## config.mk

```make
export PLATFORM = sky130hd
export DESIGN_NAME = pipe_hazard_ctrl
export DESIGN_NICKNAME = d
export VERILOG_FILES = /design/src/rtl/pipe_hazard_ctrl_pkg.sv /design/src/rtl/pipe_hazard_ctrl_sat_counter.sv /design/src/rtl/pipe_hazard_ctrl.sv
export SDC_FILE = /design/constraint.sdc
export NUM_CORES = 1
export LEC_CHECK = 0
export BUFFER_PORTS_ARGS = -buffer_cell sky130_fd_sc_hd__buf_2
export CAP_MARGIN = 10
export CORE_ASPECT_RATIO = 0.5
export CORE_MARGIN = 4
export CORE_UTILIZATION = 58
export CTS_CLUSTER_DIAMETER = 30
export DETAILED_ROUTE_END_ITERATION = 10
export PLACE_DENSITY = 0.89
export SYNTH_ARGS = -nofsm -noshare
export SYNTH_HDL_FRONTEND = slang
export SYNTH_SLANG_ARGS = --single-unit
```

## constraint.sdc

```tcl
create_clock -name clk_in -period 3.3 [get_ports clk_in]
set_input_delay 0.495 -clock clk_in [delete_from_list [all_inputs] [get_ports clk_in]]
set_output_delay 0.495 -clock clk_in [all_outputs]
set_load 0.02 [all_outputs]
```

## src/rtl/pipe_hazard_ctrl_pkg.sv

```systemverilog
// Shared pipeline defines: stall codes consumed by the pipeline registers and common word constants.
package pipe_hazard_ctrl_pkg;

  localparam logic [2:0]  STALL_NONE            = 3'b000;
  localparam logic [2:0]  STALL_IF              = 3'b001;
  localparam logic [2:0]  STALL_ID              = 3'b010;
  localparam logic [2:0]  STALL_MEM             = 3'b100;
  // Stages that freeze their pipeline registers under a MEM stall
  localparam logic [2:0]  STALL_MASK_IDEX_EXMEM = 3'b100;

  localparam logic [31:0] ZeroWord              = 32'h0000_0000;

  function automatic logic stall_active(input logic [2:0] code);
    return code != STALL_NONE;
  endfunction

endpackage

```

## src/rtl/pipe_hazard_ctrl_sat_counter.sv

```systemverilog
// Saturating up-counter with synchronous clear; clear wins over increment.
module sat_counter #(
  parameter int W = 32
) (
  input  logic         clk_in,
  input  logic         rst_in,
  input  logic         clr,
  input  logic         inc,
  output logic [W-1:0] q
);

  logic [W-1:0] cnt_q, cnt_d;

  always_comb begin
    cnt_d = cnt_q;
    if (clr)                      cnt_d = '0;
    else if (inc && ~&cnt_q)      cnt_d = cnt_q + 1'b1;
  end

  always_ff @(posedge clk_in or negedge rst_in) begin
    if (!rst_in) cnt_q <= '0;
    else         cnt_q <= cnt_d;
  end

  assign q = cnt_q;

endmodule

```

## src/rtl/pipe_hazard_ctrl.sv

```systemverilog
// Central stall/flush scheduler: merges IF/ID/MEM stall requests and EX redirects, defers
// a redirect that arrives under a MEM stall, and counts stall cycles and flushes.
module pipe_hazard_ctrl
  import pipe_hazard_ctrl_pkg::*;
#(
  parameter int CNT_W = 32
) (
  input  logic             clk_in,
  input  logic             rst_in,
  input  logic             rdy_in,
  input  logic             if_stall_req,
  input  logic             id_load_use,
  input  logic             mem_stall_req,
  input  logic             ex_jump,
  input  logic [31:0]      ex_jump_pc,
  input  logic             perf_clr,
  output logic [2:0]       stall,
  output logic             clear,
  output logic             redirect_valid,
  output logic [31:0]      redirect_pc,
  output logic [CNT_W-1:0] cnt_stall,
  output logic [CNT_W-1:0] cnt_flush
);

  typedef enum logic {RUN, FLUSH_PEND} state_e;

  state_e      state_q, state_d;
  logic [31:0] pend_pc_q, pend_pc_d;
  logic [2:0]  stall_c;
  logic        clear_c;
  logic [31:0] rpc_c;

  always_comb begin
    state_d   = state_q;
    pend_pc_d = pend_pc_q;
    stall_c   = STALL_NONE;
    clear_c   = 1'b0;
    rpc_c     = ZeroWord;
    if (!rst_in) begin
      // outputs stay at their quiet defaults while reset is held
    end else if (!rdy_in) begin
      stall_c = STALL_MEM;
    end else begin
      unique case (state_q)
        RUN: begin
          if (mem_stall_req) begin
            stall_c = STALL_MEM;
            if (ex_jump) begin
              pend_pc_d = ex_jump_pc;
              state_d   = FLUSH_PEND;
            end
          end else if (ex_jump) begin
            // load-use / fetch stalls belong to wrong-path instructions here
            clear_c = 1'b1;
            rpc_c   = ex_jump_pc;
          end else if (id_load_use) begin
            stall_c = STALL_ID;
          end else if (if_stall_req) begin
            stall_c = STALL_IF;
          end
        end
        FLUSH_PEND: begin
          // EX is frozen and keeps reasserting its jump; the captured target stands
          if (mem_stall_req) begin
            stall_c = STALL_MEM;
          end else begin
            clear_c = 1'b1;
            rpc_c   = pend_pc_q;
            state_d = RUN;
          end
        end
        default: state_d = RUN;
      endcase
    end
  end

  always_ff @(posedge clk_in or negedge rst_in) begin
    if (!rst_in) begin
      state_q   <= RUN;
      pend_pc_q <= ZeroWord;
    end else begin
      state_q   <= state_d;
      pend_pc_q <= pend_pc_d;
    end
  end

  assign stall          = stall_c;
  assign clear          = clear_c;
  assign redirect_valid = clear_c;
  assign redirect_pc    = rpc_c;

  logic inc_stall;
  assign inc_stall = rdy_in & stall_active(stall_c);

  sat_counter #(.W(CNT_W)) u_cnt_stall (
    .clk_in (clk_in),
    .rst_in (rst_in),
    .clr    (perf_clr),
    .inc    (inc_stall),
    .q      (cnt_stall)
  );

  sat_counter #(.W(CNT_W)) u_cnt_flush (
    .clk_in (clk_in),
    .rst_in (rst_in),
    .clr    (perf_clr),
    .inc    (clear_c),
    .q      (cnt_flush)
  );

endmodule

```

* After elaboration in Yosys (flattened, before gate mapping)
Cells that the tools add are included.
Storage, ports and cells: flip-flop bits (word level) 97, latch bits 0, bits in writable memories 0, ROM bits 0, output and inout port bits 101, word-level logic and storage cells 46, memories 0
Cells by class: add/subtract/negate cells 2, multiply operators 0, divide/modulo/power cells 0, $lt $le $gt $ge 0, eq/ne operators 0, shift-type cells 0, multiplexer cells 27, bitwise logic cells 2, reductions and logical operators 11
Operator list (count):
- 32-bit two-way mux | 9
- 32-bit by 1-bit adder with 32-bit output, second input constant | 2
- 32-bit one-hot mux with 2 select lines | 1
- 32-bit AND reduction | 2
- 3-bit two-way mux | 4
- 1-bit two-way mux | 8
- 3-bit one-hot mux with 2 select lines | 1
- 5-bit AND reduction | 1
- 2-bit two-way mux | 2
- 1-bit one-hot mux with 2 select lines | 2
- 2-bit nonzero test | 2
- 3-bit nonzero test | 1
- 1-bit logical AND | 2
- 1-bit zero test | 2
- 2-bit AND reduction | 1
- 1-bit bitwise AND | 1
- 1-bit NOT | 1

* Logic depth before layout (Yosys ltp)
depth in word-level cells 12, gate-level depth with buffers 8, mapped depth without buffers 6

* By module
Synthesis repeated with hierarchy kept, for this count alone.
Second synthesis, totals: cell total of the unflattened synthesis 541, area, all modules 5567.8 sq um
Modules (own cells, without submodules):
- sat_counter | times used 2, cells an instance 190, area each 1865.5 sq um, seq. area each 800.8 sq um
- pipe_hazard_ctrl | times used 1, cells an instance 161, area each 1836.8 sq um, seq. area each 825.8 sq um

* Worst setup path before layout
No wires, ideal clock.
path kind register to register, from register u_cnt_stall.cnt_q[0], in the netlist u_cnt_stall.q[0], to register u_cnt_stall.cnt_q[26], in the netlist u_cnt_stall.q[26], setup time 0.078 ns, arrival time 2.072 ns, required time 3.222 ns, path slack 1.150 ns, stages on the path, launching flop included 7, path buffers 0, cell sequence dfrtp_1 > ha_1 > nand4_1 > or4_4 > nand3b_4 > or4b_1 > a21oi_1
Between the ends: longest elaborated chain between the ends 4
Ends and longest elaborated chain:
- start, declared | RTL line pipe_hazard_ctrl_sat_counter.sv:12 | logic [W-1:0] cnt_q, cnt_d;
- start signal, assigned | RTL line pipe_hazard_ctrl_sat_counter.sv:22 | else cnt_q <= cnt_d;
- parallel branches: the longest is 4 deep, another holds 32-bit by 1-bit adder with 32-bit output
Several ways; the timed one is not identified. The select of a mux whose other input is x is not followed. A chain may end at the register's enable or synchronous reset.

* Worst setup path after layout
from register u_cnt_stall.cnt_q[0], in the netlist u_cnt_stall.q[0], to register u_cnt_stall.cnt_q[19], in the netlist u_cnt_stall.q[19]
The elaborated chain is that of the path after synthesis.

==> metrics list <==
* Transition time of the tightest slew-check pin: 0.837 ns
* Antenna viol nets, final: 0
- The signal on the critical path passes through ha_1, nand4_1, or4_4, nor4_4, buf_4, nor4_1, o21a_1.
* Layout filler cell count: 632
- Synthesized instance count: 577
- The initial antenna violation count came to 0.
- Of the total power, combinational logic draws 11.7%.
* Mapped Avg Cell Area: 9.48 µm²
* Setup repair after global routing missed its margin: no
- Met2 Use GR: 43.7%
* Post-route DRC violation count: 0
- Clock skew on the completed layout was measured at 0.00785 ns.
- The die is 76.7 µm tall.
- Initial DRC Count: 392
- From synthesis to final layout, the design area changed by 20.4%.
* Leakage power total: 3.01 nW
- For this run, the post-layout net count is 744.
- Global routing consumed, on the met1 layer, 35.0% of the routing resources.
- Cell with the biggest individual delay on the critical path: sky130_fd_sc_hd__or4_4
- Of all nets on the critical path, the largest fanout is 26.
- The worst pin sits at a relative slew slack of 44.2%.
- Yosys printed 0 warnings.
* Worst voltage drop across the vdd grid: 244 µV
- The worst setup path is of the register to register kind.
- The synthesized design contains 0 enable-type register cells.
* Post-synth net total: 619
- Starting density of the core: 61.2%
* Flop and latch count out of synthesis: 97
- The tightest hold path in the finished design has a slack of 0.0314 ns.
* Post-placement cell area: 6250 µm²
- Across all layers, the routed design uses 5,243 vias.
- Most Crowded Layer GR: met2
- The tightest min-delay check is of the primary input to async pin type.
* Cell Int Power: 0.00216 W
* Kind of capture point of the worst setup path: register
- Subtracting the final worst setup slack from the clock period gives 2.45 ns.
- Among all flip-flop cells after synthesis, the most frequent one is sky130_fd_sc_hd__dfrtp_1.
* Final wirelength: 15,000 µm
- In this run, the clock network consumes 40.6% of the power.
- Register clock-pin slew on the reported worst setup and hold paths: 0.06 ns
* Most common cell after layout, fill and taps aside: sky130_fd_sc_hd__buf_2
- TritonCTS built the clock tree.
* GRT met3 Usage: 6.24%
- Maximum cell stage delay along the critical path: 0.46 ns
* Data arrival at the endpoint of the critical path: 2.67 ns
- For the worst setup path, the data required time is 3.52 ns.
- In this run the post-CTS setup repair buffer count came out at 0.
- Maximum root-to-sink buffer count: 2
- The run finished with clean final reports.
* Crit start category: register
- Of all flip-flops after synthesis, the portion carrying an async set or reset was 100%.
* Overall track demand over capacity in global routing: 26.5%
- Summed over all failing endpoints, the final setup total negative slack is 0 ns.
- Setup violations remaining at the end of the flow were counted as 0.
- With fillers left out, the area of the finished cells amounts to 6590 µm².
- # resized after CTS: 0
* Cell area after synthesis: 5470 µm²
* Post-route clock period utilization: 74.2%
- Wire length of the first global-routing pass: 24,700 µm
- The H-tree generated during clock tree synthesis spans 3 levels.
- Clock tree root driver cell: sky130_fd_sc_hd__clkbuf_16
- For this run the aggregate overflow at the end of global routing stands at 0.
* Top library cells by usage in the layout, fill and taps aside: sky130_fd_sc_hd__buf_2, sky130_fd_sc_hd__dfrtp_1, sky130_fd_sc_hd__nor2_1, sky130_fd_sc_hd__a21oi_1, sky130_fd_sc_hd__mux2_2
- Sequential cells were found to cover 44.4% of the synthesized design area.
- Buffers inserted during clock tree synthesis total 9.
- Maximum number of pins on one net before global-route repair: 67
- Total of max-cap violations: 0
- Of the cells placed in the final design, the portion with a size suffix greater than 1 is 31.9%.
* Final cell utilization of the core: 73.6%
- The clock net in this run drives a total of 97 sinks.
* Post-synthesis cell type count: 54
* Via count of the first global-routing pass: 5,051
- Post-cts hold buffer count: 0
* Final Hold Viols: 0
- Number of port buffers: 140
- The floorplan step defined a core boundary enclosing 8950 µm².
- Clock latency on the worst-skew pair, taken at its later pin, is 0.34 ns.
- Summed over all nets, the switching power comes to 0.000666 W.
- The die covers 11,100 µm².
- Std cell rows: 24
* Share of total power consumed by net switching: 23.6%
- Detailed placement ended at an HPWL of 10,400 µm.
- Sequential share of power: 47.7%
* Post-detailed-route via-to-cell ratio: 6.36
- After detailed routing, the average wire length per cell comes to 18.2 µm.
* Boundary pin count: 141
- Number of iterations in the first detailed-routing pass: 5
* Routability congestion estimate from global placement: 0.851
* Cell Pwr Density: 429 nW/µm²
* Max Transition Viols Final: 0
* Die Width: 145 µm
* Achievable frequency: 408 MHz
[path summary, 6_finish.rpt]
kind                                       start           endpoint  slack, ns  depth (start not counted)
max in group asynchronous                 rst_in  u_cnt_flush.q[25]       2.16                          2
worst max-delay path            u_cnt_stall.q[0]  u_cnt_stall.q[19]       0.85                          7
worst min-delay path                      rst_in       pend_pc_q[7]       0.03                          1
min in group clk_in                ex_jump_pc[5]       pend_pc_q[5]       0.41                          2
worst max register to register  u_cnt_stall.q[0]  u_cnt_stall.q[19]       0.85                          7
worst min register to register     pend_pc_q[21]      pend_pc_q[21]       0.51                          1
[critical path, delay by kind of cell (launching register included)]
family	cells	cell delay (ns)
simple gates	4	1.07
compound gates	1	0.18
flops	1	0.42
fa+ha+maj	1	0.32
buf+inv	1	0.35
[flip-flops by register name, summed over array words and instances (netlist names)]
signal         count
u_cnt_flush.q     32
state_q            1
pend_pc_q         32
u_cnt_stall.q     32
[cell usage after synthesis (all sizes together), types with 2 or more instances]
cell	number	area share [%]
clkbuf	31	2.1
o21ai	18	1.9
and4b	2	0.37
nand3	22	2.0
nor3	8	0.73
and3	7	0.80
o31a	3	0.48
a22oi	32	4.4
nor2b	11	1.3
o21a	3	0.41
nor4	13	1.8
a21oi	46	4.2
nor2	60	4.1
or4	25	3.6
or3	19	2.2
and4	6	0.96
dfrtp	97	44
and2	5	0.57
nand4	19	2.3
ha	2	0.46
o21bai	2	0.27
a31o	3	0.48
buf	7	0.89
nand3b	2	0.73
or2	3	0.34
mux2	43	8.8
o31ai	24	3.3
inv	8	0.55
nand2	38	2.6
[stage by stage]
| step | cells | worst slack, ns | total power (W) |
|---|---|---|---|
| 6_report | 824 | 0.851 | 0.00282 |
| 5_1_grt | 823 | 0.714 | 0.00293 |
| 4_1_cts | 823 | 0.889 | 0.00283 |
| 3_5_place_dp | 808 | 0.611 | 0.00170 |
| 3_3_place_gp | 808 | 0.721 | 0.00167 |
| 2_1_floorplan | 577 | 1.15 | 0.00156 |
[power groups by stage]
stage / Combinational (W) / Clock (W) / Sequential, W
6_report: 0.000330 / 0.00115 / 0.00135
5_1_grt: 0.000364 / 0.00121 / 0.00136
4_1_cts: 0.000332 / 0.00116 / 0.00134
3_5_place_dp: 0.000331 / 0 / 0.00137
3_3_place_gp: 0.000315 / 0 / 0.00135
2_1_floorplan: 0.000213 / 0 / 0.00135
[layer usage]
metal | share of wire (%) | vias to the layer above | wire, µm
met4 | 1.8 | 0 | 265
met5 | 0 | - | 0
li1 | - | 2425 | -
met2 | 47 | 259 | 7010
met3 | 8.5 | 28 | 1270
met1 | 43 | 2531 | 6430
[cell families (layout without fill, tap and decap cells)]
kind of cell	after synthesis	count (layout)	share of synthesized area, %
buf+inv	47	176	3.63
xor+xnor	1	1	0.160
fa+ha+maj	2	2	0.457
simple gates	247	247	25.7
flops	97	97	44.4
compound gates	139	139	16.7
other cells	0	1	0
mux	44	44	9.03
[layout make-up]
cell class,instances,area [µm²],area share [%]
Timing Repair Buffer,152,793,12.0
Inverter,9,33.8,0.513
Clock inverter,2,60.1,0.912
Antenna cell,1,2.50,0.0380
Sequential cell,97,2430,36.8
Clock buffer,13,270,4.10
Multi-Input combinational cell,433,2850,43.3
Tap cell,117,146,2.22
No activity file was read; power rests on OpenSTA's default activity.
